--- src/rtl/wb_regfile.sv ---
// Writeback-stage register file: one-entry writeback latch feeding a 16-entry array.
// Optional read bypass of the pending write is enabled by WB_REGFILE_BYPASS_EN.
module wb_regfile #(
    parameter int DATA_W = 16,
    parameter int ADDR_W = 4,
    parameter int CNT_W  = 16
) (
    input  logic              i_clk,
    input  logic              i_rst_n,
    input  logic              i_wb_we,
    input  logic [ADDR_W-1:0] i_wb_dest,
    input  logic [DATA_W-1:0] i_wb_data,
    input  logic              i_stall,
    input  logic              i_flush,
    input  logic [ADDR_W-1:0] i_rd_addr_a,
    input  logic [ADDR_W-1:0] i_rd_addr_b,
    output logic [DATA_W-1:0] o_rd_data_a,
    output logic [DATA_W-1:0] o_rd_data_b,
    output logic              o_pend_valid,
    output logic [ADDR_W-1:0] o_pend_dest,
    output logic              o_commit_valid,
    output logic [ADDR_W-1:0] o_commit_dest,
    output logic [CNT_W-1:0]  o_wr_count
);

    localparam int NUM_REGS = 2 ** ADDR_W;

    logic [DATA_W-1:0] r_regs [NUM_REGS];
    logic              r_pend_valid;
    logic [ADDR_W-1:0] r_pend_dest;
    logic [DATA_W-1:0] r_pend_data;
    logic              r_commit_valid;
    logic [ADDR_W-1:0] r_commit_dest;
    logic [CNT_W-1:0]  r_wr_count;
    logic              w_capture;

    // R0 is hardwired to zero, so writes to it are dropped before the latch.
    assign w_capture = i_wb_we & ~i_stall & ~i_flush & (i_wb_dest != '0);

    always_ff @(posedge i_clk or negedge i_rst_n) begin
        if (!i_rst_n) begin
            for (int i = 0; i < NUM_REGS; i++) begin
                r_regs[i] <= '0;
            end
            r_pend_valid   <= 1'b0;
            r_pend_dest    <= '0;
            r_pend_data    <= '0;
            r_commit_valid <= 1'b0;
            r_commit_dest  <= '0;
            r_wr_count     <= '0;
        end else begin
            r_pend_valid <= w_capture;
            if (w_capture) begin
                r_pend_dest <= i_wb_dest;
                r_pend_data <= i_wb_data;
            end
            // An already-latched write is older than any stalled/flushed one and always retires.
            if (r_pend_valid) begin
                r_regs[r_pend_dest] <= r_pend_data;
                r_commit_valid      <= 1'b1;
                r_commit_dest       <= r_pend_dest;
                r_wr_count          <= r_wr_count + CNT_W'(1);
            end else begin
                r_commit_valid <= 1'b0;
            end
        end
    end

    always_comb begin
        o_rd_data_a = '0;
        o_rd_data_b = '0;
        if (i_rd_addr_a != '0) begin
            o_rd_data_a = r_regs[i_rd_addr_a];
`ifdef WB_REGFILE_BYPASS_EN
            if (r_pend_valid && (i_rd_addr_a == r_pend_dest)) begin
                o_rd_data_a = r_pend_data;
            end
`endif
        end
        if (i_rd_addr_b != '0) begin
            o_rd_data_b = r_regs[i_rd_addr_b];
`ifdef WB_REGFILE_BYPASS_EN
            if (r_pend_valid && (i_rd_addr_b == r_pend_dest)) begin
                o_rd_data_b = r_pend_data;
            end
`endif
        end
    end

    assign o_pend_valid   = r_pend_valid;
    assign o_pend_dest    = r_pend_dest;
    assign o_commit_valid = r_commit_valid;
    assign o_commit_dest  = r_commit_dest;
    assign o_wr_count     = r_wr_count;

endmodule

--- config.mk ---
export PLATFORM = sky130hd
export DESIGN_NAME = wb_regfile
export DESIGN_NICKNAME = d
export VERILOG_FILES = /design/src/rtl/wb_regfile.sv
export SDC_FILE = /design/constraint.sdc
export NUM_CORES = 1
export LEC_CHECK = 0
export BUFFER_PORTS_ARGS = -buffer_cell sky130_fd_sc_hd__buf_4
export CAP_MARGIN = 20
export CORE_ASPECT_RATIO = 1.1
export CORE_MARGIN = 2
export CORE_UTILIZATION = 45
export DETAILED_ROUTE_END_ITERATION = 12
export GPL_TIMING_DRIVEN = 0
export PLACE_DENSITY = 0.66
export SYNTH_ARGS = -nofsm -noshare
export SYNTH_HDL_FRONTEND = slang
export SYNTH_SLANG_ARGS = --single-unit
--- constraint.sdc ---
create_clock -name i_clk -period 2.7 [get_ports i_clk]
set_clock_uncertainty 0.2 [all_clocks]
set_input_delay 0.54 -clock i_clk [delete_from_list [all_inputs] [get_ports i_clk]]
set_output_delay 0.54 -clock i_clk [all_outputs]
set_load 0.05 [all_outputs]
==> reports/qor.csv, run 1 <==
metric,value,unit
layout cells sized above 1,59.8,%
Pre-antenna DRT Iters,5,
total power,15800,uW
gr usage total,26.8,%
worst reg-to-reg path cell count,5,
leakage power,0.00815,uW
post-synthesis cell type count,41,
RR Startpoint,o_pend_dest[3],
Synth Cell Area,14500,um2
crit path kind,in -> out,
WL met3,2.85,mm
part of the cycle the worst path needs,108,%
Most common cell on crit path,clkbuf_2,
CP max FO,10,
Worst path max stage delay,0.51,ns
fmax,0.345,GHz
Sequential Area,7060,um2
highest metal used,met4,
Die Y,192,um
setup ws final,-0.203,ns
IO Count,91,
CTS tree,built,
largest net degree at the start of global routing,93,
post-synthesis sequential area ratio,48.6,%
Post-synth top cells,"dfrtp_1, mux2_2, mux4_2",
data required time at the worst endpoint,1.96,ns
wire length per cell,28.3,um
Worst-Skew Late Latency,0.58,ns
vias post-DR,9809,
"wirelength, routed",44.6,mm
top-area cell type share of the netlist area,48.6,%
Max VDD drop,0.677,mV
DR DRC count,0,
Site Rows,68,
TritonCTS Buffers,31,
setup_tns,-3.06,ns
RR Endpoint,r_regs[11],
total grt overflow,0,
Worst Max-Slew Pin Slew,0.811,ns
cells along the critical path,clkbuf_2 > nor2b_2 > clkbuf_2 > a221o_2 > buf_8,
asr flop ratio synth,100,%
initial antenna violation count,0,
final setup violation count,25,
footprint of the multi-input gates,7510,um2
dpl hpwl,28.1,mm
core box area,31600,um2
RSZ-0062 raised after global routing,true,
hold depth,2,
Worst setup SP type,primary input,
CP Data Arrival Time,2.16,ns
Worst R2R Setup Slack,0.12,ns
vias in the first global route,10200,
CP Capture Point,o_rd_data_b[13],
max_slew headroom,46.0,%
met2 wire len,21.6,mm
post-detailed-route count of antenna-violating nets,0,
fin crit period,2.90,ns
syn avg cell area,15.0,um2
Area Growth Syn to Fin,25.5,%
Die X,175,um
"EDFF count, synth",0,
first-pass GRT wire length,66.0,mm
GP Congestion,0.851,
failing checks,negative setup slack,
Crit. End Element,output port,
"Max stage delay cell, worst path",clkbuf_2,
Max clock buf depth,3,
Setup WS pre-CTS,-0.927,ns
fin. max-slew vios,0,
Synth Flop Type,dfrtp_1,
largest area contributor in the netlist,dfrtp_1,
top area cells in the synthesized netlist,"dfrtp_1, mux2_2, mux4_2",
Die ar.,33700,um2
drt first-iter violations,947,
Nets,1167,
post-synthesis net count,1004,
clock root cell,clkbuf_16,
Max H-tree Level,1,
Power Density,869,nW/um2
metal1 wirelength,18.5,mm
outcome,"complete, but fails checks",
#FFs+latches synth,282,
count of input and output buffers,83,
clk sink count,282,
Worst Hold Slack,0.00810,ns
vias per cell,6.22,
Antenna Cells,0,
Fillers,2482,
Final Hold Vio Count,0,
critical path startpoint,i_rd_addr_b[3],
Gate Count Post-Synth,970,
maxcap violations,0,
most common cell in the synthesized netlist,dfrtp_1,
Worst Hold Class,in -> reg,
initial cell density of the core,46.0,%
Synth warnings,0,
"CTS clk-pin slew, worst paths",0.06,ns
## per-layer routing
| layer | global-route usage, % | up-vias |
|---|---|---|
| met5 | 0 | - |
| met4 | 8.65 | 0 |
| met3 | 4.39 | 108 |
| met2 | 44.2 | 412 |
| met1 | 36.6 | 5216 |
| li1 | - | 4073 |
## power by group
part | switching (uW) | leakage, uW | internal [uW]
Clock | 1770 | 0.000491 | 2360
Sequential | 1060 | 0.00372 | 5510
Combinational | 2280 | 0.00394 | 2850
Total | 5120 | 0.00815 | 10700
## worst min path at each step
stage | slack, ns | end | startpoint
after floorplan | 0.04 | o_commit_dest[0] | i_rst_n
after global placement | 0.27 | o_wr_count[15] | o_wr_count[15]
after detailed placement | 0.27 | r_regs[187] | i_rst_n
after CTS | 0.002 | r_pend_data[6] | i_wb_data[6]
after global routing | 0.004 | r_pend_data[6] | i_wb_data[6]
final | 0.008 | r_pend_data[6] | i_wb_data[6]
## cell usage in the layout (no fill, tap or decap), drive strengths merged, types with 2 or more instances in the layout
cell,instances
a221oi,15
and3,3
dfrtp,282
clkbuf,79
xor2,7
or2,2
mux2i,20
xnor2,8
nand2,15
nand3,8
a21oi,17
nor4,2
nor2,13
mux2,294
nor2b,18
o21ai,19
nor3,17
clkinv,6
inv,5
mux4,96
dlygate4sd3,15
nand4,3
nor3b,3
buf,171
a221o,29
nand2b,3
## stage by stage
stage               util (%)  area [um2]  cells
detailed placement      50.6       16000   1476
global placement        50.4       15900   1473
floorplan                  -       14700    970
CTS                     56.9       18000   1573
global route            57.7       18200   1577
finish                  57.7       18200   1577
## critical path, delay by kind of cell
family | cells | cell delay (ns)
buffers and inverters | 3 | 0.88
AO/OA/AOI/OAI | 1 | 0.29
AND/OR/NAND/NOR | 1 | 0.44
## cells by family (layout without fill, tap and decap cells)
family | after synthesis | in the layout | share of synthesized area, %
compound gates | 83 | 83 | 4.33
xor+xnor | 15 | 15 | 0.905
fa+ha+maj | 1 | 1 | 0.0862
buf+inv | 89 | 276 | 3.15
flops | 282 | 282 | 48.6
mux | 410 | 410 | 39.4
simple gates | 90 | 90 | 3.54
## final cells by class
class	instances	share of cell area, %
Timing Repair Buffer	131	7.33
Clock buffer	49	5.13
Tap cell	420	2.89
Sequential cell	282	38.7
Clock inverter	8	0.275
Inverter	3	0.0618
Buffer	85	4.34
Multi-Input combinational cell	599	41.2
## sequential cells by signal (all words and copies together) (netlist names)
| register | count |
|---|---|
| o_commit_dest | 4 |
| o_commit_valid | 1 |
| o_wr_count | 16 |
| o_pend_valid | 1 |
| o_pend_dest | 4 |
| r_regs | 240 |
| r_pend_data | 16 |
## what timing repair did
| item | in CTS | in global routing |
|---|---|---|
| pin swaps | 10 | 6 |
| buffers inserted | 24 | 4 |
| endpoints found under the hold margin | 62 | 0 |
| resized for setup | 175 | 46 |
| gates cloned | 2 | 0 |
| hold buffers | 15 | 0 |
| setup endpoints to repair | 37 | 62 |
Note: power is estimated with default switching activity, not from simulation.
==> inputs of run 2 (changes only) <==
--- a/config.mk
+++ b/config.mk
@@ -13,6 +13,7 @@
 export DETAILED_ROUTE_END_ITERATION = 12
 export GPL_TIMING_DRIVEN = 0
 export PLACE_DENSITY = 0.66
+export REMOVE_ABC_BUFFERS = 1
 export SYNTH_ARGS = -nofsm -noshare
 export SYNTH_HDL_FRONTEND = slang
 export SYNTH_SLANG_ARGS = --single-unit
==> run 2 against run 1 <==
Against the previous run: the run still ends with negative setup slack left; via count shrank 2.9%; sequential power grew 1%; clock power is 2% higher; non-clock buffer count shrank 32; power decreased by 0.29%; die area unchanged; combinational power decreased by 4%; sequential share of layout area rose by 0.66 points; clock-buffer cell count decreased by 3; critical path type is now reg -> out.
==> reports/qor.csv, run 2 (same netlist as run 1, synthesis figures left out) <==
metric,value,unit,change
Max H-tree Level,1,,unchanged
gr usage total,24.7,%,-2.1 points
Nets,1134,,-2.8%
Max VDD drop,0.463,mV,-32%
GRT met1 Usage,34.2,%,-2.5 points
dpl hpwl,21.8,mm,-23%
Worst Max-Slew Pin Slew,0.947,ns,+0.136 ns
Max clock buf depth,3,,unchanged
DR DRC count,0,,unchanged
"most common cell after layout, fill and taps aside",dfrtp_1,,
core box area,31600,um2,unchanged
"wirelength, routed",41.0,mm,-8.1%
Worst setup SP type,flip-flop,,
maxcap violations,0,,unchanged
Die ar.,33700,um2,unchanged
setup_tns,-2.06,ns,+0.995 ns
total grt overflow,0,,unchanged
CP Data Arrival Time,2.15,ns,about the same
"CTS clk-pin slew, worst paths",0.06,ns,about the same
register name with the most flops,r_regs,,
Final Hold Vio Count,0,,unchanged
setup ws final,-0.192,ns,+0.0103 ns
GP Congestion,0.744,,-13%
largest net degree at the start of global routing,113,,+22%
GR Util met3,3.41,%,-0.99 points
Fillers,2500,,+0.73%
CTS tree,built,,
failing checks,negative setup slack,,
Crit. End Element,output port,,
clk sink count,282,,unchanged
"commonest cells after routing, fill and taps aside","dfrtp_1, mux2_2, mux4_2",,
data required time at the worst endpoint,1.96,ns,about the same
clock root cell,clkbuf_16,,
number of flip-flops in the largest register,240,,unchanged
Worst Hold Class,in -> reg,,
fin. max-slew vios,0,,unchanged
RSZ-0062 raised after global routing,true,,
crit path kind,reg -> out,,
outcome,"complete, but fails checks",,
leakage power,0.00813,uW,-0.27%
vias per cell,6.18,,-0.57%
Antenna Cells,0,,unchanged
GRT busiest layer,met2,,
Die Y,192,um,unchanged
CP max FO,3,,-7
Worst-Skew Late Latency,0.55,ns,-0.03 ns
post-detailed-route count of antenna-violating nets,0,,unchanged
IO Count,91,,unchanged
layout cells sized above 1,57.4,%,-2.4 points
fin crit period,2.89,ns,-0.0103 ns
Power Density,881,nW/um2,+1.4%
Die X,175,um,unchanged
wire length per cell,26.6,um,-5.8%
routing usage on met2,40.6,%,-3.6 points
TritonCTS Buffers,30,,-3.2%
Site Rows,68,,unchanged
final setup violation count,27,,+8.0%
count of input and output buffers,90,,+8.4%
first-pass GRT wire length,62.0,mm,-6.1%
vias in the first global route,9833,,-4.0%
vias post-DR,9524,,-2.9%
fmax,0.346,GHz,+0.36%
initial antenna violation count,0,,unchanged
drt first-iter violations,864,,-8.8%
Area Growth Syn to Fin,23.4,%,
part of the cycle the worst path needs,107,%,-0.38 points
max_slew headroom,36.7,%,-9.2 points
initial cell density of the core,46.0,%,unchanged
Setup WS pre-CTS,-1.02,ns,-0.0887 ns
Pre-antenna DRT Iters,5,,unchanged
Final Util,56.7,%,-0.95 points
==> run 2: worst paths after layout <==
check | from | end | slack, ns | cells after the start
worst max register to register | o_pend_valid | r_regs[108] | 0.22 | 4
worst max-delay path | r_regs[124] | o_rd_data_b[12] | -0.19 | 5
min in group asynchronous | i_rst_n | o_commit_valid | 0.47 | 2
worst min-delay path | i_wb_data[2] | r_pend_data[2] | 0.02 | 2
worst min register to register | o_wr_count[15] | o_wr_count[15] | 0.28 | 1
max in group asynchronous | i_rst_n | r_regs[143] | 0.50 | 4
==> run 2: area by class of cell <==
cell class	count	area (um2)	area share, %
well taps	420	526	2.93
multi-input cells	599	7190	40.1
clock inverters	6	105	0.587
clock buffers	46	892	4.98
inverters	3	11.3	0.0629
flip-flops and latches	282	7060	39.4
repair buffers	184	2130	11.9
==> run 2: through the flow <==
step                      hold WS, ns  std cells  area [um2]  power [uW]
after floorplan                0.0444        884       14100        9460
after global placement          0.264       1394       15300       10600
after detailed placement        0.268       1408       15600       10800
after CTS                     0.00188       1534       17700       15600
after global routing         0.000530       1540       17900       16500
final                          0.0181       1540       17900       15800
==> run 2: routing by layer <==
metal  vias to the layer above  routed length (um)
met5                         -                   0
met4                         0                1280
met3                        90                2530
met2                       366               19900
met1                      5060               17300
li1                       4008                   -
==> run 2: critical path: stages, from the launching register on <==
cell and delay, ns:
dfrtp_1 0.41, mux4_2 0.49, nor2b_2 0.13, nor3_2 0.05
a221o_1 0.33, buf_6 0.18
==> run 2: timing repair <==
action	CTS	global route
pin swaps	12	17
resized for setup	86	47
hold endpoints to repair	116	0
gates cloned	8	0
hold buffers	6	0
buffers inserted	60	11
endpoints found under the setup margin	64	152
==> run 2: where the power goes <==
group          total, uW  switching, uW  internal (uW)
clock               4210           1670           2530
sequential          6650           1140           5510
combinational       4940           2040           2900
